<file path="src/rtl/plab5_mcore_dma_checker_q_pkg.sv">
// Shared definitions for the queued DMA security checker: response status
// codes, checker FSM states and the tag position inside the control field.
package plab5_mcore_dma_checker_q_pkg;

   typedef enum logic [2:0] {
      ST_IDLE,
      ST_CHECK,
      ST_REQ,
      ST_WAIT,
      ST_RESP
   } state_t;

   localparam logic [1:0] STAT_OK      = 2'b00;
   localparam logic [1:0] STAT_DENY    = 2'b01;
   localparam logic [1:0] STAT_TIMEOUT = 2'b10;

   localparam int unsigned TAG_LSB = 36;

endpackage

</file>
<file path="src/rtl/plab5_mcore_dma_req_fifo.sv">
// Single-read single-write request FIFO; writes are dropped while full and
// reads are ignored while empty.
module plab5_mcore_dma_req_fifo #(
   parameter int unsigned p_width = 8,
   parameter int unsigned p_depth = 4
) (
   input  logic               clk,
   input  logic               reset,
   input  logic               enq_val,
   input  logic [p_width-1:0] enq_data,
   input  logic               deq_val,
   output logic [p_width-1:0] deq_data,
   output logic               full,
   output logic               empty
);

   localparam int unsigned PTR_W = $clog2(p_depth);
   localparam int unsigned CNT_W = PTR_W + 1;

   logic [p_width-1:0] mem [p_depth];
   logic [PTR_W-1:0]   wr_ptr;
   logic [PTR_W-1:0]   rd_ptr;
   logic [CNT_W-1:0]   count;
   logic               do_enq;
   logic               do_deq;

   assign do_enq   = enq_val && !full;
   assign do_deq   = deq_val && !empty;
   assign full     = (count == CNT_W'(p_depth));
   assign empty    = (count == '0);
   assign deq_data = mem[rd_ptr];

   // Pointers wrap naturally because the depth is a power of two
   always_ff @(posedge clk) begin
      if (!reset) begin
         wr_ptr <= '0;
         rd_ptr <= '0;
         count  <= '0;
      end else begin
         if (do_enq) wr_ptr <= wr_ptr + PTR_W'(1);
         if (do_deq) rd_ptr <= rd_ptr + PTR_W'(1);
         if (do_enq && !do_deq)      count <= count + CNT_W'(1);
         else if (!do_enq && do_deq) count <= count - CNT_W'(1);
      end
   end

   always_ff @(posedge clk) begin
      if (reset && do_enq) mem[wr_ptr] <= enq_data;
   end

endmodule

</file>
<file path="src/rtl/plab5_mcore_dma_checker_q.sv">
// Queued security checker between the NoC and the DMA controller: buffers
// requests, admits those whose domain dominates the controller's, and reports.
module plab5_mcore_dma_checker_q
   import plab5_mcore_dma_checker_q_pkg::*;
#(
   parameter int unsigned p_addr_nbits = 32,
   parameter int unsigned p_ctrl_nbits = 47,
   parameter int unsigned p_tag_nbits  = 8,
   parameter int unsigned p_dom_nbits  = 2,
   parameter int unsigned p_depth      = 4,
   parameter int unsigned p_timeout    = 64
) (
   input  logic                    clk,
   input  logic                    reset,
   input  logic                    noc_req_val,
   output logic                    noc_req_rdy,
   input  logic [p_dom_nbits-1:0]  noc_req_domain,
   input  logic [p_addr_nbits-1:0] noc_req_src_addr,
   input  logic [p_addr_nbits-1:0] noc_req_dest_addr,
   input  logic [p_ctrl_nbits-1:0] noc_req_control,
   output logic                    noc_resp_val,
   input  logic                    noc_resp_rdy,
   output logic [p_dom_nbits-1:0]  noc_resp_domain,
   output logic [p_tag_nbits-1:0]  noc_resp_tag,
   output logic [1:0]              noc_resp_status,
   output logic                    dma_val,
   input  logic                    dma_rdy,
   input  logic [p_dom_nbits-1:0]  dma_domain,
   output logic [p_addr_nbits-1:0] dma_src_addr,
   output logic [p_addr_nbits-1:0] dma_dest_addr,
   output logic [p_ctrl_nbits-1:0] dma_req_control,
   input  logic                    dma_ack
);

   localparam int unsigned ENTRY_W = p_dom_nbits + 2 * p_addr_nbits + p_ctrl_nbits;
   localparam int unsigned TIMER_W = $clog2(p_timeout + 1);

   state_t                  state;
   state_t                  state_next;
   logic [1:0]              status;
   logic [1:0]              status_next;
   logic [TIMER_W-1:0]      timer;
   logic [TIMER_W-1:0]      timer_next;
   logic                    pop;
   logic [p_dom_nbits-1:0]  w_dom;
   logic [p_addr_nbits-1:0] w_src;
   logic [p_addr_nbits-1:0] w_dest;
   logic [p_ctrl_nbits-1:0] w_ctrl;
   logic [ENTRY_W-1:0]      fifo_head;
   logic                    fifo_full;
   logic                    fifo_empty;

   plab5_mcore_dma_req_fifo #(
      .p_width (ENTRY_W),
      .p_depth (p_depth)
   ) u_fifo (
      .clk      (clk),
      .reset    (reset),
      .enq_val  (noc_req_val),
      .enq_data ({noc_req_domain, noc_req_src_addr, noc_req_dest_addr, noc_req_control}),
      .deq_val  (pop),
      .deq_data (fifo_head),
      .full     (fifo_full),
      .empty    (fifo_empty)
   );

   // Checker FSM next-state; ack wins over an expiring timer
   always_comb begin
      state_next  = state;
      status_next = status;
      timer_next  = timer;
      pop         = 1'b0;
      unique case (state)
         ST_IDLE: begin
            if (!fifo_empty) begin
               pop        = 1'b1;
               state_next = ST_CHECK;
            end
         end
         ST_CHECK: begin
            if (w_dom >= dma_domain) begin
               state_next = ST_REQ;
            end else begin
               status_next = STAT_DENY;
               state_next  = ST_RESP;
            end
         end
         ST_REQ: begin
            if (dma_rdy) begin
               timer_next = '0;
               state_next = ST_WAIT;
            end
         end
         ST_WAIT: begin
            if (dma_ack) begin
               status_next = STAT_OK;
               state_next  = ST_RESP;
            end else if (timer == TIMER_W'(p_timeout - 1)) begin
               status_next = STAT_TIMEOUT;
               state_next  = ST_RESP;
            end else if (timer != '1) begin
               timer_next = timer + TIMER_W'(1);
            end
         end
         ST_RESP: begin
            if (noc_resp_rdy) state_next = ST_IDLE;
         end
         default: state_next = ST_IDLE;
      endcase
   end

   always_ff @(posedge clk) begin
      if (!reset) begin
         state  <= ST_IDLE;
         status <= STAT_OK;
         timer  <= '0;
         w_dom  <= '0;
         w_src  <= '0;
         w_dest <= '0;
         w_ctrl <= '0;
      end else begin
         state  <= state_next;
         status <= status_next;
         timer  <= timer_next;
         if (pop) {w_dom, w_src, w_dest, w_ctrl} <= fifo_head;
      end
   end

   // Data outputs are zeroed outside their active state so stale fields never leak
   assign noc_req_rdy     = !fifo_full;
   assign dma_val         = (state == ST_REQ);
   assign dma_src_addr    = dma_val ? w_src  : '0;
   assign dma_dest_addr   = dma_val ? w_dest : '0;
   assign dma_req_control = dma_val ? w_ctrl : '0;
   assign noc_resp_val    = (state == ST_RESP);
   assign noc_resp_domain = noc_resp_val ? w_dom : '0;
   assign noc_resp_tag    = noc_resp_val ? w_ctrl[TAG_LSB +: p_tag_nbits] : '0;
   assign noc_resp_status = noc_resp_val ? status : '0;

endmodule
</file>
<file path="config.mk">
export PLATFORM = sky130hd
export DESIGN_NAME = plab5_mcore_dma_checker_q
export DESIGN_NICKNAME = d
export VERILOG_FILES = /design/src/rtl/plab5_mcore_dma_checker_q_pkg.sv /design/src/rtl/plab5_mcore_dma_req_fifo.sv /design/src/rtl/plab5_mcore_dma_checker_q.sv
export SDC_FILE = /design/constraint.sdc
export NUM_CORES = 1
export LEC_CHECK = 0
export CAP_MARGIN = 10
export CORE_ASPECT_RATIO = 1.25
export CORE_MARGIN = 3
export CORE_UTILIZATION = 56
export DETAILED_ROUTE_END_ITERATION = 8
export HOLD_SLACK_MARGIN = 0.08
export MAX_ROUTING_LAYER = met4
export PLACE_DENSITY_LB_ADDON = 0.25
export SETUP_SLACK_MARGIN = 0.1
export SLEW_MARGIN = 10
export SYNTH_ARGS = -nofsm -noshare
export SYNTH_HDL_FRONTEND = slang
export SYNTH_SLANG_ARGS = --single-unit
</file>
<file path="constraint.sdc">
create_clock -name clk -period 6 [get_ports clk]
set_clock_uncertainty 0.2 [all_clocks]
set_input_delay 0.9 -clock clk [delete_from_list [all_inputs] [get_ports clk]]
set_output_delay 0.9 -clock clk [all_outputs]
set_load 0.005 [all_outputs]
</file>
## Yosys cells after proc, flatten, opt, wreduce, memory -nomap -nowiden

Memories as Yosys holds them, arrays and structs flattened. A register that Yosys moved wholly into a read port is not among the register bits.
Cells that the tools add are included.

- Bits in registers: 19
- Memory bits (writable): 452
- Input bits: 121
- Output and inout bits: 126
- Word-level logic and storage cells: 74
- Memories kept: 1

- Add/sub/neg operators: 5
- Order comparisons: 1
- Equality and inequality tests: 15
- Mux-type cells: 28
- Reductions and logical operators: 18

Memory list:

| memory | words | width | read ports | clocked after Yosys merged registers in | wr ports | RTL line | RTL |
|---|---|---|---|---|---|---|---|
| u_fifo.mem | 4 | 113 | 1 | 1 | 1 | plab5_mcore_dma_req_fifo.sv:20 | `logic [p_width-1:0] mem [p_depth];` |

Operators by type and width:

| kind | count |
|---|---|
| 32-bit 2-to-1 mux | 2 |
| 47-bit 2-to-1 mux | 1 |
| 7-bit 2-to-1 mux | 4 |
| 3-bit 2-to-1 mux | 8 |
| 3-bit case mux with 5 select lines | 1 |
| 7-bit case mux with 2 select lines | 1 |
| 2-bit 2-to-1 mux | 5 |
| 2-bit inequality test, second input constant | 5 |
| 8-bit 2-to-1 mux | 1 |
| 7-bit by 1-bit adder with 7-bit output, second input constant | 1 |
| 7-bit by 6-bit == test with 1-bit output, second input constant | 1 |
| 7-bit inequality test, second input constant | 1 |
| 3-bit by 2-bit == test with 1-bit output, second input constant | 2 |
| 3-bit == test, second input constant | 2 |
| 3-bit zero test | 2 |
| 2-bit nonzero test | 3 |
| 1-bit logical AND | 5 |
| 1-bit zero test | 5 |
| 5-bit AND reduction | 1 |
| 2-bit by 1-bit adder with 2-bit output, second input constant | 2 |
| 1-bit 2-to-1 mux | 4 |
| 2-bit by 1-bit inequality test with 1-bit output, second input constant | 2 |
| 2-bit case mux with 2 select lines | 1 |
| 4-bit AND reduction | 1 |
| 6 further kinds | 6 |

## Longest topological paths before layout

Gate-level depths: netlist (run 1).

- Word-level depth: 7
- Mapped depth: 12
- Mapped depth without buffers: 9

## By module

Synthesis (run 1) repeated with hierarchy kept, for this count alone.

- Cell total of the unflattened synthesis: 1349
- Area, all modules: 22494.1 um^2

Modules (own cells, without submodules):

| module | times used | cells each | area an instance (um^2) | sequential area each (um^2) |
|---|---|---|---|---|
| plab5_mcore_dma_req_fifo | 1 | 639 | 16799.9 | 13753.2 |
| plab5_mcore_dma_checker_q | 1 | 710 | 5694.2 | 2502.4 |

## Worst setup path after synthesis (run 1)

OpenSTA, ideal clock, no wires.

- Path type: in2reg
- Start point: in noc_req_val
- End point: mem u_fifo.mem[0][0] (netlist bit), enable pin
- Library setup time: 0.486 ns
- Data arrival time: 3.865 ns
- Data required time: 5.314 ns
- Path slack: 1.450 ns
- Cell stages on the path: 2
- Path buffers: 0
- Cell sequence: a21boi_2 -> and3_1

- Word-level cells in the longest chain between the ends: 4

RTL lines:

| what | RTL line | RTL |
|---|---|---|
| from (decl) | plab5_mcore_dma_checker_q.sv:15 | `input logic noc_req_val,` |
| 1-bit logical AND | plab5_mcore_dma_req_fifo.sv:27 | `assign do_enq = enq_val && !full;` |
| 1-bit logical AND | plab5_mcore_dma_req_fifo.sv:48 | `if (reset && do_enq) mem[wr_ptr] <= enq_data;` |
| 1-bit 2-to-1 mux | plab5_mcore_dma_req_fifo.sv:48 |  |
| 1-bit 2-to-1 mux (not written as such) | plab5_mcore_dma_req_fifo.sv:48 |  |
| to (decl) | plab5_mcore_dma_req_fifo.sv:20 |  |

No other way between the ends.

## Final worst setup path (run 1)

- Start point: reg state[1]
- End point: out dma_src_addr[25]

- Word-level cells in the longest chain between the ends: 2

RTL lines:

| what | RTL line | RTL |
|---|---|---|
| from (decl) | plab5_mcore_dma_checker_q.sv:38 | `state_t state;` |
| from (signal assigned) | plab5_mcore_dma_checker_q.sv:122 | `state <= state_next;` |
| 3-bit by 2-bit == test with 1-bit output | plab5_mcore_dma_checker_q.sv:131 | `assign dma_val = (state == ST_REQ);` |
| 32-bit 2-to-1 mux | plab5_mcore_dma_checker_q.sv:132 | `assign dma_src_addr = dma_val ? w_src : '0;` |
| to (decl) | plab5_mcore_dma_checker_q.sv:29 | `output logic [p_addr_nbits-1:0] dma_src_addr,` |

No other way between the ends.

==> impl_metrics.py, run 1 <==
metrics = {
    "status": {
        "status": "complete, no violations",
    },
    "routing": {
        "via_per_inst": 5.661,
        "drc": 0,
        "first_pass_iters": 6,
        "drt-initial-drc-count": 902,
        "num_vias": 11961,
        "detail-route-antenna-nets": 0,
        "wl_per_cell_um": 21.18,
        "wirelength_um": 44750,
    },
    "run": {
        "drv_cap": 0,
    },
    "power": {
        "p_int_w": 0.007656,
        "comb_power_share_pct": 20.9,
        "peakVddDrop_mv": 0.3489,
        "powerDensity_nw_per_um2": 400.5,
        "switchingPower_w": 0.002979,
        "pwr-share-clk_pct": 29.9,
        "pwr-share-seq_pct": 49.3,
        "switching_share_pct": 28.01,
        "p_total_w": 0.01063,
        "p_leak_nw": 8.657,
    },
    "timing": {
        "rsz0062_at_grt": "no",
        "slew_violations": 0,
        "tns_ps": 0,
        "worst_pin_slew_ps": 1007,
        "min_period_ps": 4145,
        "slew_headroom_pct": 32.86,
        "finalHoldViolCount": 0,
        "setup_viol": 0,
        "fin_crit_sh_pct": 69.08,
        "clock.fmax_ghz": 0.2413,
    },
    "setup_path": {
        "crit_fanout": 108,
        "reg2reg_slack_ps": 2610,
        "crit_path_end_kind": "output pin",
        "max_stage_delay_ps": 700,
        "cp.required_ps": 4900,
        "worstSetupPathType": "reg -> out",
        "cp.arrival_ps": 3040,
        "worstPathCellList": "nor3b_4 -> buf_4 -> and2_1 -> clkdlybuf4s50_1",
        "critPathLaunchType": "flop",
        "critical-path-slowest-cell": "buf_4",
    },
    "final_layout": {
        "fin_nets": 1703,
        "drive_above_1_share_pct": 13.19,
        "n_fill_cell": 2514,
        "utilization_pct": 68.90,
        "syn_to_final_growth_pct": 20.07,
        "fin_cells": 2113,
    },
    "global_route": {
        "grt_pass1_wl_um": 69550,
        "grtUsageTotal_pct": 22.03,
        "first_global_vias": 12189,
        "antenna_found_initial": 6,
        "grt_overflow": 0,
        "grt_max_degree": 109,
    },
    "synth": {
        "syn_inst": 1340,
        "yosysTopAreaCell": "edfxtp_1",
        "avgSynthCellArea_sq_um": 16.50,
        "synth_seq_cells": 584,
        "ys_seq_area_share_pct": 73.33,
        "synth_area_leaders": "edfxtp_1, dfxtp_1, mux4_2",
        "yosys_warnings": 0,
        "synthesis.area_sq_um": 22110,
        "synth_cell_types": 42,
        "yosys.area.top_type_share_pct": 61.38,
        "synth_nets": 1470,
    },
    "cts": {
        "cts_tree": "built",
        "clk_latency_ps": 570,
        "hold_buffers": 0,
        "post_cts_buffers": 0,
        "cts_resized": 0,
        "clock-sinks": 584,
        "root_buffer": "clkbuf_16",
        "numCtsBuffers": 52,
        "htreeDepth": 2,
        "clk_pin_slew_ps": 70,
        "clockBufferDepth": 3,
    },
    "placement": {
        "gp_congestion": 0.7849,
        "io_buffers": 246,
        "dpl.hpwl_um": 26350,
        "dp_cells": 2011,
    },
    "die": {
        "die_area_sq_um": 41920,
        "start_util_pct": 57.38,
        "core_area_sq_um": 38540,
        "rows": 80,
        "die_width_um": 183.7,
        "pin_count": 247,
        "die_y_um": 228.2,
    },
    "worst_hold_path": {
        "min_path_type": "reg -> reg",
    },
}
==> metrics by stage <==
step                hold WS [ps]  setup slack [ps]  area [sq um]
global placement           240.4              2192         24900
finish                     249.3              1855         26550
global route               267.8              1614         26550
floorplan                  231.7              1450         22110
detailed placement         242.4              2169         24900
CTS                        250.6              1792         26540
==> worst max-delay path, delay by kind of cell, from the launching register on <==
family / cells / cell delay (ps)
flops: 1 / 550
simple gates: 2 / 650
buf+inv: 2 / 1230
==> cell families (layout without fill, tap and decap cells) <==
family / after synthesis / count (layout) / share of synthesized area, %
flops: 584 / 584 / 73.33
simple gates: 397 / 397 / 8.555
compound gates: 140 / 140 / 3.367
mux: 116 / 116 / 11.64
buf+inv: 89 / 364 / 2.365
fa+ha+maj: 9 / 9 / 0.5432
xor+xnor: 5 / 5 / 0.1981
other cells: 0 / 6 / 0
==> layer usage <==
metal  share of wire [%]  up-vias  global-route usage (%)  routed length, um
met2                  50      401                   35.66              22590
met5                   0        -                       -                  0
met4                 2.4        0                   6.311               1068
li1                    -     5471                       -                  -
met1                  41     6015                   29.55              18430
met3                 6.0       74                   3.410               2666
==> power by group through the flow <==
stage | Sequential [W] | Combinational [W] | Clock (W)
after floorplan | 0.00511 | 0.00182 | 0
after global placement | 0.00531 | 0.00221 | 0
after detailed placement | 0.00533 | 0.00225 | 0
after CTS | 0.00525 | 0.00226 | 0.00323
after global routing | 0.00530 | 0.00245 | 0.00340
final | 0.00524 | 0.00222 | 0.00318
==> cells in the final DEF, fill, tap and decap left out, types with 9 or more instances in the layout <==
master,Yosys,final
a21oi_1,119,119
and2_1,124,124
buf_4,12,9
clkbuf_1,24,21
clkbuf_16,0,53
clkdlybuf4s50_1,0,246
dfxtp_1,132,130
edfxtp_1,452,452
mux4_2,113,113
nand2_1,232,232
==> path summary, 6_finish.rpt <==
kind              startpoint          endpoint  cells after the start
max reg2reg  u_fifo.count[0]   u_fifo.count[2]                     10
max                 state[1]  dma_src_addr[25]                      4
min                w_ctrl[1]         w_ctrl[1]                      2
min reg2reg        w_ctrl[1]         w_ctrl[1]                      2
==> area by class of cell <==
class                   instances  area (sq um)  share of cell area (%)
flip-flops and latches        584         16220                   61.10
multi-input cells             667          5409                   20.37
repair buffers                259          2610                   9.830
clock buffers                  82          1515                   5.707
well taps                     492         615.6                   2.318
clock inverters                14         125.1                  0.4712
inverters                       9         38.79                  0.1461
diodes                          6         15.01                 0.05655
==> cells in the mapped netlist (all sizes together) <==
cell type / count
a311oi: 1
xor2: 2
edfxtp: 452
clkbuf: 31
o221a: 1
o31a: 1
nor3: 3
o211a: 1
mux4: 113
mux2i: 3
nor4: 2
a21boi: 1
and3b: 1
ha: 8
or3: 3
buf: 49
nand3: 7
nand2b: 1
nor3b: 1
o21a: 1
and4bb: 1
nand3b: 1
o31ai: 1
nand2: 232
and2: 124
a21oi: 119
a41oi: 1
and3: 9
xnor2: 3
fa: 1
nor2: 8
clkinv: 1
nor2b: 4
inv: 8
o21ai: 7
a31oi: 5
o311ai: 1
dfxtp: 132
==> flip-flops by register name, indices dropped and copies added (netlist names) <==
register / flops
status: 2
u_fifo.rd_ptr: 2
timer: 7
w_src: 32
u_fifo.count: 3
state: 3
w_dest: 32
u_fifo.wr_ptr: 2
u_fifo.mem: 452
w_ctrl: 47
w_dom: 2
(Power assumes the default switching activity.)
==> run 2, diff against run 1 <==
==> constraint.sdc (replaced) <==
create_clock -name clk -period 4.2 [get_ports clk]
set_clock_uncertainty 0.2 [all_clocks]
set_input_delay 0.63 -clock clk [delete_from_list [all_inputs] [get_ports clk]]
set_output_delay 0.63 -clock clk [all_outputs]
set_load 0.005 [all_outputs]
==> run 2 against run 1 <==
- design area increased by 1.1%
- highest routed layer unchanged
- non-clock buffer count grew 11
- flip-flop and latch count is the same
==> impl_metrics.py, run 2 (same netlist as run 1, synthesis figures left out) <==
metrics = {
    "cts": {
        "clock-sinks": 584,
        "cts_tree": "built",
        "root_buffer": "clkbuf_16",
        "hold_buffers": 0,
        "post_cts_buffers": 0,
        "clk_latency_ps": 570,
        "cts_resized": 0,
        "htreeDepth": 2,
        "numCtsBuffers": 53,
        "clockBufferDepth": 3,
        "clk_pin_slew_ps": 60,
    },
    "placement": {
        "postPlaceCellArea_sq_um": 25030,
        "gp_congestion": 0.7820,
        "dp_slack_ps": 1043,
        "dpl.hpwl_um": 26840,
        "io_buffers": 246,
    },
    "final_layout": {
        "final_common_cell": "edfxtp_1",
        "syn_to_final_growth_pct": 21.33,
        "n_fill_cell": 2484,
        "stdcell_area_sq_um": 26830,
        "fin_nets": 1715,
        "reg_top3": "u_fifo.mem: 452 flops, w_ctrl: 47 flops",
        "multi_input_area_sq_um": 5409,
        "largest_reg_flops": 452,
        "largest-register": "u_fifo.mem",
        "drive_above_1_share_pct": 14.48,
        "mostFrequentLayoutCells": "edfxtp_1, clkdlybuf4s50_1, nand2_1",
        "seq_area_sq_um": 16220,
    },
    "power": {
        "p_total_w": 0.01556,
        "powerDensity_nw_per_um2": 579.8,
        "switchingPower_w": 0.004327,
        "p_leak_nw": 8.807,
        "pwr-share-seq_pct": 47.4,
        "peakVddDrop_mv": 0.4620,
        "p_int_w": 0.01123,
        "switching_share_pct": 27.81,
        "comb_power_share_pct": 21.3,
        "pwr-share-clk_pct": 31.3,
    },
    "timing": {
        "whs_ps": 249.0,
        "worst_slack_ps": 790.5,
        "slew_headroom_pct": 34.91,
        "worst_pin_slew_ps": 976.3,
        "clock.fmax_ghz": 0.2933,
        "tns_ps": 0,
        "setup_viol": 0,
        "fin_crit_sh_pct": 81.18,
        "finalHoldViolCount": 0,
        "min_period_ps": 3410,
        "rsz0062_at_grt": "no",
        "slew_violations": 0,
    },
    "die": {
        "die_width_um": 183.7,
        "die_area_sq_um": 41920,
        "start_util_pct": 57.38,
        "die_y_um": 228.2,
        "rows": 80,
        "pin_count": 247,
        "core_area_sq_um": 38540,
    },
    "routing": {
        "via_per_inst": 5.661,
        "wirelength_um": 45260,
        "first_pass_iters": 5,
        "drt-initial-drc-count": 907,
        "wl_per_cell_um": 21.28,
        "drc": 0,
        "num_vias": 12041,
        "detail-route-antenna-nets": 0,
    },
    "setup_path": {
        "reg2reg_slack_ps": 1250,
        "cp.required_ps": 3370,
        "critPathLaunchType": "flop",
        "crit_fanout": 66,
        "crit_path_end_kind": "output pin",
        "worstPathCellList": "nor3b_4 -> buf_4 -> and2_1 -> clkdlybuf4s50_1",
        "max_stage_delay_ps": 550,
        "worstSetupPathType": "reg -> out",
        "cp.arrival_ps": 2580,
        "critical-path-slowest-cell": "dfxtp_1",
    },
    "run": {
        "drv_cap": 0,
    },
    "global_route": {
        "grt_pass1_wl_um": 70640,
        "antenna_found_initial": 5,
        "first_global_vias": 12412,
        "grtUsageTotal_pct": 22.43,
        "grt_max_degree": 83,
        "grt_overflow": 0,
    },
    "status": {
        "status": "complete, no violations",
    },
    "worst_hold_path": {
        "min_path_type": "reg -> reg",
    },
}
## run 2: cell types whose count changed in the layout (fill, tap and decap cells not counted), moves of 3 or more
cell and change:
clkinv_2 +7, buf_12 +4, buf_4 +7, clkbuf_8 -3, bufinv_16 +4, clkbuf_1 -9
## run 2: path summary, 6_finish.rpt
| check | startpoint | end | depth (start not counted) |
|---|---|---|---|
| worst max-delay path | state[1] | dma_src_addr[7] | 4 |
| worst min-delay path | w_ctrl[0] | w_ctrl[0] | 2 |
| worst max register to register | state[1] | w_ctrl[26] | 6 |
| worst min register to register | w_ctrl[0] | w_ctrl[0] | 2 |
## run 2: stage by stage
step / cells / util [%]
global route: 2127 / 69.62
floorplan: 1340 / -
global placement: 2022 / 64.95
detailed placement: 2022 / 64.95
finish: 2127 / 69.62
CTS: 2122 / 69.59
## run 2: final cells by class
type | count | area share (%)
flip-flops and latches | 584 | 60.46
multi-input cells | 667 | 20.16
repair buffers | 270 | 10.22
clock buffers | 72 | 5.554
well taps | 492 | 2.294
clock inverters | 28 | 1.115
inverters | 9 | 0.1446
diodes | 5 | 0.04663
## run 2: worst max-delay path: cells and delay by family, from the launching register on
kind | cells | cell delay [ps]
simple gates | 2 | 460
buf+inv | 2 | 940
flops | 1 | 550
## run 2: layer usage
| layer | track usage [%] | vias to the layer above | wire [um] |
|---|---|---|---|
| met5 | - | - | 0 |
| met4 | 6.476 | 0 | 1084 |
| met3 | 3.569 | 69 | 2653 |
| met2 | 37.27 | 373 | 23400 |
| met1 | 29.05 | 6094 | 18120 |
| li1 | - | 5505 | - |
## run 2: power by group through the flow
stage	logic, W	registers, W	clock network [W]
after floorplan	0.00259	0.00729	0
after global placement	0.00328	0.00746	0
after detailed placement	0.00335	0.00749	0
after CTS	0.00339	0.00738	0.00496
after global routing	0.00366	0.00744	0.00518
final	0.00331	0.00737	0.00487
==> run 3, diff against run 2 <==
--- a/config.mk
+++ b/config.mk
@@ -8,7 +8,7 @@
 export CAP_MARGIN = 10
 export CORE_ASPECT_RATIO = 1.25
 export CORE_MARGIN = 3
-export CORE_UTILIZATION = 56
+export CORE_UTILIZATION = 51
 export DETAILED_ROUTE_END_ITERATION = 8
 export HOLD_SLACK_MARGIN = 0.08
 export MAX_ROUTING_LAYER = met4
==> constraint.sdc (replaced) <==
create_clock -name clk -period 3.05 [get_ports clk]
set_clock_uncertainty 0.2 [all_clocks]
set_input_delay 0.4575 -clock clk [delete_from_list [all_inputs] [get_ports clk]]
set_output_delay 0.4575 -clock clk [all_outputs]
set_load 0.005 [all_outputs]
==> run 3 against run 2 <==
- sequential power rose by 38%
- utilization fell by 5.8 points
- die area rose by 9.5%
- design area rose by 1.1%
- critical endpoint is now dma_src_addr[24]
==> impl_metrics.py, run 3 (same netlist as run 1, synthesis figures left out) <==
metrics = {
    "power": {
        "peakVddDrop_mv": 0.8567,
        "p_leak_nw": 8.867,
        "switching_share_pct": 28.47,
        "p_total_w": 0.02140,
        "pwr-share-seq_pct": 47.5,
        "comb_power_share_pct": 22.8,
        "switchingPower_w": 0.006092,
        "pwr-share-clk_pct": 29.7,
        "powerDensity_nw_per_um2": 789.1,
        "p_int_w": 0.01530,
    },
    "cts": {
        "numCtsBuffers": 53,
        "clock-sinks": 584,
        "htreeDepth": 2,
        "hold_buffers": 0,
        "cts_tree": "built",
        "root_buffer": "clkbuf_16",
        "clk_latency_ps": 580,
        "clk_pin_slew_ps": 60,
        "clockBufferDepth": 3,
    },
    "final_layout": {
        "utilization_pct": 63.86,
        "fin_nets": 1721,
        "drive_above_1_share_pct": 15.35,
        "mostFrequentLayoutCells": "edfxtp_1, clkdlybuf4s50_1, nand2_1",
        "reg_top3": "u_fifo.mem: 452 flops, w_ctrl: 47 flops",
        "largest-register": "u_fifo.mem",
        "syn_to_final_growth_pct": 22.61,
        "n_fill_cell": 3130,
        "fin_cells": 2199,
        "final_common_cell": "edfxtp_1",
        "largest_reg_flops": 452,
    },
    "routing": {
        "first_pass_iters": 5,
        "drt-initial-drc-count": 726,
        "wirelength_um": 47890,
        "via_per_inst": 5.492,
        "wl_per_cell_um": 21.78,
        "num_vias": 12077,
        "drc": 0,
        "detail-route-antenna-nets": 0,
    },
    "run": {
        "drv_cap": 0,
    },
    "die": {
        "die_width_um": 192.2,
        "core_area_sq_um": 42460,
        "rows": 84,
        "start_util_pct": 52.08,
        "die_y_um": 238.8,
        "die_area_sq_um": 45910,
        "pin_count": 247,
    },
    "setup_path": {
        "cp.required_ps": 2390,
        "cp.arrival_ps": 2250,
        "worstSetupPathType": "reg -> out",
        "crit_fanout": 13,
        "crit_path_end_kind": "output pin",
        "critPathLaunchType": "flop",
    },
    "timing": {
        "fin_crit_sh_pct": 95.47,
        "worst_pin_slew_ps": 664.9,
        "min_period_ps": 2912,
        "slew_violations": 0,
        "slew_headroom_pct": 55.68,
        "finalHoldViolCount": 0,
        "tns_ps": 0,
        "rsz0062_at_grt": "yes",
        "clock.fmax_ghz": 0.3434,
        "worst_slack_ps": 138.1,
        "setup_viol": 0,
    },
    "status": {
        "status": "complete, no violations",
    },
    "placement": {
        "dp_cells": 2086,
        "dp_slack_ps": 317.5,
        "gp_congestion": 0.7430,
        "dpl.hpwl_um": 25950,
        "io_buffers": 246,
    },
    "global_route": {
        "first_global_vias": 12468,
        "grtUsageTotal_pct": 21.48,
        "antenna_found_initial": 4,
        "grt_pass1_wl_um": 72340,
        "grt_overflow": 0,
        "grt_max_degree": 115,
    },
    "worst_hold_path": {
        "min_path_type": "reg -> reg",
    },
}
[run 3: changes by cell type in the layout (fill, tap and decap cells not counted), moves of 3 or more]
cell             previous run  this run
buf_16                      0         3
dfxtp_1                   130       127
and2_1                    124       113
clkbuf_1                   12        15
bufinv_16                   6         2
and2_4                      0        11
clkbuf_8                    5         8
dlygate4sd2_1               0         3
buf_4                      16         5
buf_12                      8        20
clkinv_2                   15         9
clkdlybuf4s50_1           246       243
[run 3: critical path, cell delays in order (launching register included)]
cell and delay, ps:
dfxtp_2 370, nor3b_4 270, buf_6 200, buf_12 170, and2_1 160, clkdlybuf4s50_1 510
[run 3: metal layers]
metal	vias up	global-route usage [%]	wire, um
li1	5513	-	-
met3	73	3.667	2361
met4	0	5.852	1069
met1	6186	26.77	19310
met5	-	-	0
met2	305	36.65	25150
[run 3: path summary, 6_finish.rpt]
| kind | startpoint | end | slack [ps] | cells past startpoint |
|---|---|---|---|---|
| worst min-delay path | w_dest[17] | w_dest[17] | 250 | 2 |
| worst min register to register | w_dest[17] | w_dest[17] | 250 | 2 |
| worst max register to register | u_fifo.count[2] | u_fifo.count[2] | 570 | 9 |
| worst max-delay path | state[0] | dma_src_addr[24] | 140 | 5 |
[run 3: what timing repair did]
| item | CTS | global route |
|---|---|---|
| endpoints found under the setup margin | 125 | 113 |
| pin swaps | 1 | 2 |
| setup buffers | 3 | 3 |
| resized for setup | 25 | 3 |
| gates cloned | 2 | 1 |
[run 3: layout make-up]
cell class / instances / area [sq um] / share of cell area [%]
Timing Repair Buffer: 276 / 3015 / 11.12
Tap cell: 559 / 699.4 / 2.580
Clock inverter: 23 / 181.4 / 0.6691
Sequential cell: 584 / 16230 / 59.87
Clock buffer: 76 / 1493 / 5.505
Inverter: 9 / 38.79 / 0.1431
Antenna cell: 5 / 12.51 / 0.04615
Multi-Input combinational cell: 667 / 5441 / 20.07
[run 3: per-stage QoR]
stage               hold WS [ps]  area (sq um)
finish                     249.4         27110
global route               268.2         27110
CTS                        251.0         27030
detailed placement         242.4         25220
global placement           237.3         25220
floorplan                  231.7         22120
[run 3: power groups by stage]
stage	Clock [W]	Sequential, W	Combinational [W]
after global placement	0	0.0103	0.00465
after CTS	0.00650	0.0102	0.00491
final	0.00635	0.0102	0.00487
after detailed placement	0	0.0103	0.00474
after global routing	0.00681	0.0103	0.00539
after floorplan	0	0.0100	0.00357
